File: src/rtl/pattern_scan_ctrl.sv
// pattern_scan_ctrl
//   Runs a programmable serial-pattern detector over one captured data word.
//   A Start in IDLE captures Data/Pat/PatLen and scans the word MSB-first,
//   one bit per clock, through a shift-history detector. Overlapping
//   occurrences raise a one-cycle Match pulse and bump a saturating Count.
//   An out-of-range PatLen skips the scan, reports Err and still pulses Done.
//
// Ports
//   Clk     system clock, rising edge
//   Clr     asynchronous reset, active low
//   Start   command strobe, only honoured in IDLE
//   Data    word to scan (DW bits)
//   Pat     pattern; bit PatLen-1 is the oldest bit of a match
//   PatLen  pattern length, legal 1..PMAX
//   Busy    high while scanning
//   Done    one-cycle completion pulse
//   Match   registered pulse per detected occurrence
//   Count   saturating match count of the current/last scan
//   Err     last accepted command had an illegal PatLen
//
// state | meaning
// IDLE  | waiting for Start; Count and Err hold the last result
// SCAN  | consuming one data bit per clock, MSB first
// DONE  | single completion cycle, then back to IDLE

module pattern_scan_ctrl #(
    parameter int DW   = 16,
    parameter int PMAX = 8,
    parameter int CW   = 4
) (
    input  logic            Clk,
    input  logic            Clr,
    input  logic            Start,
    input  logic [DW-1:0]   Data,
    input  logic [PMAX-1:0] Pat,
    input  logic [3:0]      PatLen,
    output logic            Busy,
    output logic            Done,
    output logic            Match,
    output logic [CW-1:0]   Count,
    output logic            Err
);

    localparam int IW = (DW > 1) ? $clog2(DW) : 1;
    localparam int SW = $clog2(PMAX + 1);

    typedef enum logic [1:0] {
        IDLE = 2'd0,
        SCAN = 2'd1,
        DONE = 2'd2
    } state_t;

    state_t          state;
    logic [DW-1:0]   data_reg;
    logic [PMAX-1:0] pat_reg;
    logic [3:0]      len_reg;
    // Only PMAX-1 past bits need storing; the newest bit joins in hist_next.
    logic [PMAX-2:0] hist;
    logic [SW-1:0]   seen;
    logic [IW-1:0]   idx;

    logic [PMAX-1:0] hist_next;
    logic [PMAX-1:0] len_mask;
    logic [SW-1:0]   seen_next;
    logic            hit;
    logic            len_bad;

    always_comb begin
        hist_next = {hist, data_reg[idx]};
        seen_next = (int'(seen) < PMAX) ? seen + SW'(1) : seen;
        for (int i = 0; i < PMAX; i++) begin
            len_mask[i] = (i < int'(len_reg));
        end
        // seen_next guards against matching on history that predates this scan.
        hit = (int'(seen_next) >= int'(len_reg)) &&
              ((hist_next & len_mask) == (pat_reg & len_mask));
    end

    assign len_bad = (PatLen == 4'd0) || (int'(PatLen) > PMAX);

    assign Busy = (state == SCAN);
    assign Done = (state == DONE);

    always_ff @(posedge Clk or negedge Clr) begin
        if (!Clr) begin
            state    <= IDLE;
            data_reg <= '0;
            pat_reg  <= '0;
            len_reg  <= '0;
            hist     <= '0;
            seen     <= '0;
            idx      <= '0;
            Match    <= 1'b0;
            Count    <= '0;
            Err      <= 1'b0;
        end else begin
            case (state)
                IDLE: begin
                    if (Start) begin
                        data_reg <= Data;
                        pat_reg  <= Pat;
                        len_reg  <= PatLen;
                        Count    <= '0;
                        Match    <= 1'b0;
                        hist     <= '0;
                        seen     <= '0;
                        idx      <= IW'(DW - 1);
                        if (len_bad) begin
                            Err   <= 1'b1;
                            state <= DONE;
                        end else begin
                            Err   <= 1'b0;
                            state <= SCAN;
                        end
                    end
                end
                SCAN: begin
                    hist  <= hist_next[PMAX-2:0];
                    seen  <= seen_next;
                    Match <= hit;
                    if (hit && (Count != '1)) begin
                        Count <= Count + CW'(1);
                    end
                    if (idx == '0) begin
                        state <= DONE;
                    end else begin
                        idx <= idx - IW'(1);
                    end
                end
                DONE: begin
                    state <= IDLE;
                    Match <= 1'b0;
                end
                default: state <= IDLE;
            endcase
        end
    end

endmodule

File: config.mk
export PLATFORM = sky130hd
export DESIGN_NAME = pattern_scan_ctrl
export DESIGN_NICKNAME = d
export VERILOG_FILES = /design/src/rtl/pattern_scan_ctrl.sv
export SDC_FILE = /design/constraint.sdc
export NUM_CORES = 1
export LEC_CHECK = 0
export CORE_MARGIN = 2
export CORE_UTILIZATION = 53
export DETAILED_ROUTE_END_ITERATION = 10
export PLACE_DENSITY = 0.83
export RECOVER_POWER = 50
export SYNTH_ARGS = -nofsm -noshare
export SYNTH_HDL_FRONTEND = slang
export SYNTH_SLANG_ARGS = --single-unit
File: constraint.sdc
create_clock -name Clk -period 3.02 [get_ports Clk]
set_input_delay 0.453 -clock Clk [delete_from_list [all_inputs] [get_ports Clk]]
set_output_delay 0.453 -clock Clk [all_outputs]
set_load 0.01 [all_outputs]
==> impl_metrics.csv, run 1 <==
group,metric,value,unit
clock_tree,ctsResizeCount,0,
synthesis,synth_seq_cells,51,
die,die_y,73.19,µm
detailed_routing,drc,0,
detailed_routing,wl_per_cell,13.97,µm
clock_tree,clockRootBuffer,"clkbuf_8",
critical_path,arrival,2.83,ns
global_routing,grt_pass1_vias,1868,
run,cap_viol_max_count,0,
timing,clock-skew-final,0.008752,ns
power_and_ir_drop,power.leakage,1.432,nW
die,placementRows,25,
critical_path,required,3.21,ns
global_routing,antenna_found_initial,0,
critical_path,slowest_delay,0.63,ns
timing,rsz0062_at_grt,"no",
global_routing,track_usage,20.94,%
synthesis,synthFlopType,"dfrtp_1",
placed_design,post-place-ws,0.4023,ns
critical_path,start_kind,"register",
synthesis,syn-cell-area,0.002537,mm²
synthesis,synth.distinct_cells,37,
global_routing,grt.overflow.total,0,
die,fp.dieW,73.19,µm
detailed_routing,drt_wl_total,5000,µm
clock_tree,cts_hold_buf,0,
timing,slew_viol_final,0,
clock_tree,clk_latency,0.31,ns
power_and_ir_drop,power_density,887.8,mW/mm²
timing,fin_crit_sh,87.35,%
global_routing,grt_max_degree,52,
global_routing,grt_pass1_wl,8542,µm
detailed_routing,vias,1980,
synthesis,yosysMostFrequentCell,"nand2_1",
die,start_util,54.44,%
clock_tree,cts_tree,"done",
timing,worst-slew-pin-transition,1.412,ns
synthesis,ys_top_cells_by_area,"dfrtp_1 (50%), nand2_1 (13%), a22o_1 (3.5%)",
power_and_ir_drop,ir_drop,0.3948,mV
min_path,hp-class,"input pin to asynchronous set/reset pin",
timing,final-hold-violation-count,0,
critical_path,crit_chain,"mux2_2 > mux4_2 > mux2i_1 > nand4_1 > or2_1 > a311o_1",
cells_and_area,largest_reg_flops,16,
outcome,status,"finished, final reports clean",
critical_path,crit_fanout,11,
placed_design,io_buffer_count,38,
timing,maxSlewHeadroom,5.845,%
detailed_routing,drt_iter0_drc,175,
clock_tree,cts_buffers,5,
synthesis,synth-edff-count,0,
die,coreArea,0.004661,mm²
die,boundaryPins,39,
critical_path,crit_path_end_kind,"register",
synthesis,ys_async_sr_fraction,100.0,%
critical_path,cpMaxStageDelayCell,"dfrtp_1",
clock_tree,clock_sinks,51,
clock_tree,cts_max_level,2,
cells_and_area,drive_above_1_share,5.263,%
cells_and_area,fill_cells,405,
placed_design,place.gp.congestion,0.8201,
synthesis,syn_inst,269,
synthesis,yosysWarnings,0,
critical_path,crit_type,"register to register",
synthesis,synth.avg_cell_area,9.433,µm²
timing,fin_crit,2.638,ns
timing,setup_tns,0,ns
detailed_routing,drtAntennaViolNets,0,
cells_and_area,final_nets,343,
placed_design,place_hpwl,3489,µm
detailed_routing,vias_per_cell,5.531,
cells_and_area,antenna_cells,0,
critical_path,r2r_slack,0.38,ns
clock_tree,cts.clk_slew.worst_paths,0.08,ns
clock_tree,cts_setup_buffers,0,
synthesis,synth_fp_nets,307,
synthesis,synthDominantCellAreaShare,50.30,%
synthesis,yosysTopAreaCell,"dfrtp_1",
clock_tree,clock_path_buffers,2,
synthesis,synthTopCellsByCount,"nand2_1 (89), dfrtp_1 (51), o21ai_0 (12), a22o_1 (10), clkbuf_1 (10)",
cells_and_area,area_growth,19.03,%
timing,setup-violations-final,0,
timing,fin_ws,0.3821,ns
die,dieArea,0.005357,mm²
timing,max_freq,379.1,MHz
synthesis,ys_seq_area_share,50.30,%
detailed_routing,firstDrtPassIters,4,
timing,hold_ws,0.4003,ns
## per-stage QoR
| step | instances | area, µm² | power, mW | util, % |
|---|---|---|---|---|
| detailed placement | 352 | 2952 | 2.341 | 63.33 |
| finish | 358 | 3020 | 2.682 | 64.81 |
| global route | 358 | 3020 | 2.925 | 64.81 |
| global placement | 352 | 2952 | 2.295 | 63.33 |
| CTS | 358 | 3024 | 2.706 | 64.89 |
| floorplan | 269 | 2537 | 1.991 | - |
## layer usage
metal	GRT usage, %	part of all wire (%)
met4	6.584	1.1
met2	33.03	46
met5	0	0
met1	28.49	48
met3	5.249	4.3
## critical path, delay by kind of cell, from the launching register on
kind	cells	cell delay, ns
AO/OA/AOI/OAI	1	0.35
flip-flops	1	0.63
multiplexers	3	1.03
AND/OR/NAND/NOR	2	0.51
## placed cells by master (no fill, tap or decap), drive strengths merged, types with 2 or more instances in the layout
| cell type | synthesis | routed |
|---|---|---|
| or2 | 3 | 3 |
| a311o | 2 | 2 |
| dfrtp | 51 | 51 |
| inv | 8 | 8 |
| buf | 2 | 2 |
| nand2 | 89 | 89 |
| ha | 7 | 7 |
| a21oi | 5 | 5 |
| nor3 | 8 | 8 |
| o21ai | 12 | 12 |
| nand3 | 5 | 5 |
| o41ai | 2 | 2 |
| xnor2 | 9 | 9 |
| nand4 | 2 | 2 |
| mux2 | 5 | 5 |
| xor2 | 3 | 3 |
| clkdlybuf4s50 | 0 | 36 |
| a22o | 10 | 10 |
| mux2i | 7 | 7 |
| nor2b | 2 | 2 |
| nor2 | 5 | 5 |
| mux4 | 2 | 2 |
| clkbuf | 10 | 8 |
| o21bai | 2 | 2 |
| a211oi | 3 | 3 |
| nand2b | 5 | 5 |
| nor4 | 2 | 2 |
## cell families (layout without fill, tap and decap cells)
| family | Yosys count | after routing | synth area share [%] |
|---|---|---|---|
| flip-flops | 51 | 51 | 50.30 |
| adder cells (fa/ha/maj) | 7 | 7 | 3.452 |
| buffers and inverters | 20 | 55 | 3.304 |
| multiplexers | 14 | 14 | 6.755 |
| AO/OA/AOI/OAI | 43 | 43 | 11.88 |
| AND/OR/NAND/NOR | 122 | 122 | 20.17 |
| XOR/XNOR | 12 | 12 | 4.142 |
## where the power goes
part	total, mW	internal, mW	switching, mW
clock network	0.360	0.155	0.205
registers	1.22	0.947	0.271
logic	1.10	0.542	0.562
## area by class of cell
| class | instances | area, µm² | area share (%) |
|---|---|---|---|
| Clock buffer | 6 | 72.57 | 2.403 |
| Inverter | 8 | 30.03 | 0.9942 |
| Multi-Input combinational cell | 198 | 1180 | 39.06 |
| Sequential cell | 51 | 1276 | 42.25 |
| Tap cell | 54 | 67.56 | 2.237 |
| Timing Repair Buffer | 41 | 394.1 | 13.05 |
## worst paths after layout
check | startpoint | end | depth (start not counted)
max in group asynchronous | Clr | pat_reg[4]$_DFFE_PN0P_ | 1
max reg2reg | idx[2]$_DFFE_PN0P_ | Count[3]$_DFFE_PN0P_ | 6
max | idx[2]$_DFFE_PN0P_ | Count[3]$_DFFE_PN0P_ | 6
min reg2reg | data_reg[7]$_DFFE_PN0P_ | data_reg[7]$_DFFE_PN0P_ | 2
min in group Clk | data_reg[7]$_DFFE_PN0P_ | data_reg[7]$_DFFE_PN0P_ | 2
min | Clr | Err$_DFFE_PN0P_ | 1
No activity file was read; power rests on OpenSTA's default activity.
==> inputs of run 2 (changes only) <==
--- a/config.mk
+++ b/config.mk
@@ -6,9 +6,9 @@
 export NUM_CORES = 1
 export LEC_CHECK = 0
 export CORE_MARGIN = 2
-export CORE_UTILIZATION = 53
+export CORE_UTILIZATION = 51
 export DETAILED_ROUTE_END_ITERATION = 10
-export PLACE_DENSITY = 0.83
+export PLACE_DENSITY = 0.8
 export RECOVER_POWER = 50
 export SYNTH_ARGS = -nofsm -noshare
 export SYNTH_HDL_FRONTEND = slang
==> run 2 against run 1 <==
  * The flow now finishes with violations (max-capacitance violations, max-slew violations)
  * Combinational power about the same
  * Power up 1.3%
  * Clock skew down 0.0036 ns
  * Global-route usage down 1.0 points
  * Setup slack worse by 0.020 ns
  * Flip-flop and latch count unchanged
  * Core utilization down 0.65 points
  * Register-to-register slack worse by 0.02 ns
  * Design area up 0.99%
  * Critical endpoint is now Count[2]$_DFFE_PN0P_
==> impl_metrics.csv, run 2 (synthesis results as in run 1) <==
group,metric,value,unit
outcome,status,"complete, but fails checks",
outcome,violations,"max-capacitance violations, max-slew violations",
timing,maxSlewHeadroom,-21.38,%
timing,rsz0062_at_grt,"no",
detailed_routing,drtAntennaViolNets,0,
timing,max_freq,376.3,MHz
critical_path,crit_path_end_kind,"register",
clock_tree,cts_tree,"done",
die,placementRows,25,
detailed_routing,wl_per_cell,13.62,µm
power_and_ir_drop,ir_drop,0.4149,mV
die,die_y,74.54,µm
power_and_ir_drop,total_power,2.718,mW
timing,fin_ws,0.3623,ns
min_path,worstHoldPathCells,2,
clock_tree,cts_buffers,5,
global_routing,antenna_found_initial,0,
global_routing,grt_max_degree,35,
timing,fin_crit_sh,88.00,%
global_routing,track_usage,19.90,%
clock_tree,cts_setup_buffers,0,
die,boundaryPins,39,
global_routing,grt_pass1_wl,8390,µm
cells_and_area,final_util,64.16,%
timing,setup-violations-final,0,
power_and_ir_drop,p_clk_share,14.5,%
placed_design,place_hpwl,3532,µm
cells_and_area,final_cell_mix,"nand2_1 (89), dfrtp_1 (51), clkdlybuf4s50_1 (36), o21ai_0 (12), a22o_1 (10)",
die,fp.dieW,74.54,µm
placed_design,post-place-ws,0.3980,ns
cells_and_area,drive_above_1_share,5.229,%
timing,setup_tns,0,ns
clock_tree,ctsResizeCount,0,
placed_design,io_buffer_count,38,
run,cap_viol_max_count,1,
cells_and_area,fill_cells,425,
critical_path,start_kind,"register",
critical_path,reg2reg_depth,6,
detailed_routing,drt_wl_total,5081,µm
global_routing,grt.overflow.total,0,
placed_design,placedInstanceArea,0.002975,mm²
cells_and_area,mostFrequentLayoutCell,"nand2_1",
clock_tree,cts_max_level,2,
die,coreArea,0.004755,mm²
clock_tree,cts_hold_buf,0,
cells_and_area,largest_reg_flops,16,
clock_tree,clock_path_buffers,2,
power_and_ir_drop,pwr-share-seq,44.7,%
power_and_ir_drop,intPower,1.664,mW
clock_tree,clock_sinks,51,
min_path,min_to,"data_reg[12]$_DFFE_PN0P_",
cells_and_area,antenna_cells,0,
placed_design,place_inst,366,
critical_path,r2r_start,"idx[2]$_DFFE_PN0P_",
timing,worst-slew-pin-transition,1.821,ns
timing,clock-skew-final,0.005185,ns
critical_path,r2r-end,"Count[2]$_DFFE_PN0P_",
clock_tree,clockRootBuffer,"clkbuf_8",
timing,final-hold-violation-count,0,
min_path,min_from,"data_reg[12]$_DFFE_PN0P_",
critical_path,r2r_slack,0.36,ns
detailed_routing,drt_iter0_drc,145,
critical_path,crit_fanout,11,
detailed_routing,vias_per_cell,5.306,
power_and_ir_drop,power.leakage,1.436,nW
placed_design,place.gp.congestion,0.8558,
die,start_util,53.37,%
detailed_routing,drc,0,
power_and_ir_drop,power_density,890.9,mW/mm²
power_and_ir_drop,comb_power_share,40.8,%
critical_path,required,3.21,ns
clock_tree,cts.clk_slew.worst_paths,0.09,ns
clock_tree,clk_latency,0.30,ns
power_and_ir_drop,power_switching,1.054,mW
cells_and_area,final_nets,344,
critical_path,crit_type,"register to register",
critical_path,arrival,2.85,ns
cells_and_area,stdcell_area,0.003050,mm²
detailed_routing,firstDrtPassIters,4,
cells_and_area,area_growth,20.22,%
timing,slew_viol_final,34,
power_and_ir_drop,swShare,38.78,%
timing,fin_crit,2.658,ns
die,dieArea,0.005555,mm²
timing,hold_ws,0.4807,ns
min_path,hp-class,"register to register",
cells_and_area,final_cells,373,
global_routing,grt_pass1_vias,1839,
detailed_routing,vias,1979,
[run 2: cell count changes in the layout (fill, tap and decap cells not counted)]
cell      delta
clkbuf_1     +2
clkbuf_2     -1
clkinv_2     +1
clkbuf_8     +1
buf_4        -1
[run 2: how the worst max path moves through the flow]
stage | start | endpoint
global route | idx[2]$_DFFE_PN0P_ | Count[3]$_DFFE_PN0P_
floorplan | idx[2]$_DFFE_PN0P_ | Count[2]$_DFFE_PN0P_
global placement | idx[2]$_DFFE_PN0P_ | Count[3]$_DFFE_PN0P_
CTS | idx[2]$_DFFE_PN0P_ | Count[2]$_DFFE_PN0P_
detailed placement | idx[2]$_DFFE_PN0P_ | Count[2]$_DFFE_PN0P_
finish | idx[2]$_DFFE_PN0P_ | Count[2]$_DFFE_PN0P_
[run 2: layer usage]
metal	wire length [µm]	share of wire [%]	global-route usage (%)	vias to the layer above
li1	-	-	-	984
met1	2318	46	27.37	928
met2	2423	48	31.66	60
met3	265	5.2	4.065	7
met4	74	1.5	6.746	0
met5	0	0	0	-
[run 2: worst max-delay path, stage by stage, from the launching register on]
cell and delay, ns:
dfrtp_1 0.62, mux2_1 0.36, mux4_2 0.50, mux2i_1 0.19, nand4_1 0.22, or2_1 0.31
a311o_1 0.35
[run 2: area by class of cell]
class	instances	area [µm²]	share of cell area, %
clock buffer	6	82.58	2.707
inverter	8	30.03	0.9844
multi-input combinational	198	1180	38.68
sequential	51	1276	41.84
clock inverter	1	5.005	0.1641
timing repair buffer	42	392.9	12.88
tap	67	83.83	2.748
[run 2: power groups by stage]
stage               Combinational [mW]  Sequential [mW]  Clock (mW)
global route                      1.25             1.25       0.429
finish                            1.11             1.21       0.394
detailed placement                1.11             1.22           0
floorplan                        0.866             1.13           0
global placement                  1.07             1.22           0
CTS                               1.12             1.21       0.404
==> inputs of run 3 (changes only) <==
--- a/config.mk
+++ b/config.mk
@@ -10,6 +10,7 @@
 export DETAILED_ROUTE_END_ITERATION = 10
 export PLACE_DENSITY = 0.8
 export RECOVER_POWER = 50
+export SLEW_MARGIN = 40
 export SYNTH_ARGS = -nofsm -noshare
 export SYNTH_HDL_FRONTEND = slang
 export SYNTH_SLANG_ARGS = --single-unit
==> run 3 against run 2 <==
  * The flow still finishes with violations (max-capacitance violations, max-slew violations)
  * Core utilization unchanged
  * Combinational power about the same
  * Design area did not move
  * Global-route usage unchanged
  * Largest power group unchanged
  * Clock power hardly changed
  * Clock-buffer cell count did not move
  * Largest cell class unchanged
  * Final cell count stayed put
  * Sequential share of layout area stayed put
  * Sequential power about the same
  * Critical path depth is the same
==> impl_metrics.csv, run 3 (synthesis results as in run 1) <==
group,metric,value,unit
outcome,violations,"max-capacitance violations, max-slew violations",
cells_and_area,final_nets,344,
placed_design,place_hpwl,3532,µm
timing,slew_viol_final,34,
timing,fin_crit,2.656,ns
critical_path,required,3.21,ns
min_path,hp-class,"register to register",
die,start_util,53.37,%
critical_path,arrival,2.84,ns
placed_design,placedInstanceArea,0.002975,mm²
min_path,min_from,"data_reg[12]$_DFFE_PN0P_",
critical_path,r2r-end,"Count[3]$_DFFE_PN0P_",
timing,rsz0062_at_grt,"no",
global_routing,grt_max_degree,35,
critical_path,r2r_slack,0.36,ns
critical_path,startpoint,"idx[2]$_DFFE_PN0P_",
timing,max_freq,376.5,MHz
die,placementRows,25,
cells_and_area,final_cell_mix,"nand2_1 (89), dfrtp_1 (51), clkdlybuf4s50_1 (36), o21ai_0 (12), a22o_1 (10)",
critical_path,crit_path_end_kind,"register",
detailed_routing,drt_iter0_drc,143,
die,dieArea,0.005555,mm²
clock_tree,clk_latency,0.30,ns
timing,setup_tns,0,ns
clock_tree,cts_max_level,2,
clock_tree,cts.clk_slew.worst_paths,0.09,ns
timing,final-hold-violation-count,0,
die,boundaryPins,39,
power_and_ir_drop,power.leakage,1.436,nW
cells_and_area,area_growth,20.22,%
cells_and_area,antenna_cells,0,
critical_path,crit_type,"register to register",
die,coreArea,0.004755,mm²
detailed_routing,drt_wl_total,5072,µm
critical_path,reg2reg_depth,6,
detailed_routing,wl_met1,2349,µm
cells_and_area,drive_above_1_share,5.229,%
clock_tree,cts_buffers,5,
cells_and_area,largest_reg_flops,16,
critical_path,crit_fanout,11,
timing,worst-slew-pin-transition,1.796,ns
detailed_routing,dr_wl_met2,2426,µm
power_and_ir_drop,power_density,890.9,mW/mm²
clock_tree,cts_hold_buf,0,
clock_tree,clock_path_buffers,2,
power_and_ir_drop,ir_drop,0.4156,mV
critical_path,start_kind,"register",
timing,fin_crit_sh,87.95,%
global_routing,grt_pass1_wl,8390,µm
global_routing,antenna_found_initial,0,
detailed_routing,vias_per_cell,5.284,
global_routing,grt_pass1_vias,1839,
power_and_ir_drop,total_power,2.718,mW
timing,maxSlewHeadroom,-19.75,%
detailed_routing,wl_per_cell,13.60,µm
placed_design,io_buffer_count,38,
cells_and_area,fill_cells,427,
clock_tree,cts_tree,"done",
detailed_routing,top_layer_used,"met4",
global_routing,track_usage,19.90,%
detailed_routing,vias,1971,
clock_tree,cts_setup_buffers,0,
detailed_routing,firstDrtPassIters,4,
critical_path,r2r_start,"idx[2]$_DFFE_PN0P_",
detailed_routing,drc,0,
run,cap_viol_max_count,1,
timing,clock-skew-final,0.005457,ns
timing,setup-violations-final,0,
detailed_routing,dr_wl_met3,224,µm
detailed_routing,drtAntennaViolNets,0,
global_routing,grt.overflow.total,0,
outcome,status,"complete, but fails checks",
cells_and_area,stdcell_area,0.003050,mm²
clock_tree,clockRootBuffer,"clkbuf_8",
clock_tree,ctsResizeCount,0,
die,fp.dieW,74.54,µm
timing,hold_ws,0.4808,ns
die,die_y,74.54,µm
placed_design,place.gp.congestion,0.8558,
clock_tree,clock_sinks,51,
min_path,worstHoldPathCells,2,
min_path,min_to,"data_reg[12]$_DFFE_PN0P_",
cells_and_area,mostFrequentLayoutCell,"nand2_1",
-- run 3: cell counts in the layout (fill, tap and decap cells not counted) --
Identical to the previous run, type by type.
-- run 3: how the worst max path moves through the flow --
stage,to,cells after the start
finish,Count[3]$_DFFE_PN0P_,6
floorplan,Count[2]$_DFFE_PN0P_,7
global route,Count[3]$_DFFE_PN0P_,6
CTS,Count[2]$_DFFE_PN0P_,6
detailed placement,Count[2]$_DFFE_PN0P_,6
global placement,Count[3]$_DFFE_PN0P_,6
-- run 3: critical path: stages (launching register included) --
cell     delay, ns
dfrtp_1       0.62
mux2_1        0.36
mux4_2        0.50
mux2i_1       0.19
nand4_1       0.22
or2_1         0.30
a311o_1       0.35
-- run 3: cell type report --
type / count / area, µm² / area share (%)
Clock buffer: 6 / 82.58 / 2.707
Clock inverter: 1 / 5.005 / 0.1641
Inverter: 8 / 30.03 / 0.9844
Multi-Input combinational cell: 198 / 1180 / 38.68
Sequential cell: 51 / 1276 / 41.84
Tap cell: 67 / 83.83 / 2.748
Timing Repair Buffer: 42 / 392.9 / 12.88
-- run 3: layer usage --
metal	GRT usage [%]	vias to the layer above
li1	-	982
met4	6.746	0
met2	31.66	56
met5	0	-
met1	27.37	927
met3	4.065	6
-- run 3: per-stage QoR --
stage / setup WS (ns) / cells / utilization (%)
floorplan: 0.6800 / 269 / -
global placement: 0.4369 / 366 / 62.58
detailed placement: 0.3980 / 366 / 62.58
CTS: 0.3781 / 373 / 64.42
global route: 0.2023 / 373 / 64.16
finish: 0.3640 / 373 / 64.16
-- run 3: power by group --
group	leakage, nW	total (mW)	internal [mW]	switching, mW
combinational	0.749	1.11	0.537	0.571
sequential	0.640	1.22	0.946	0.269
clock	0.0470	0.394	0.180	0.214
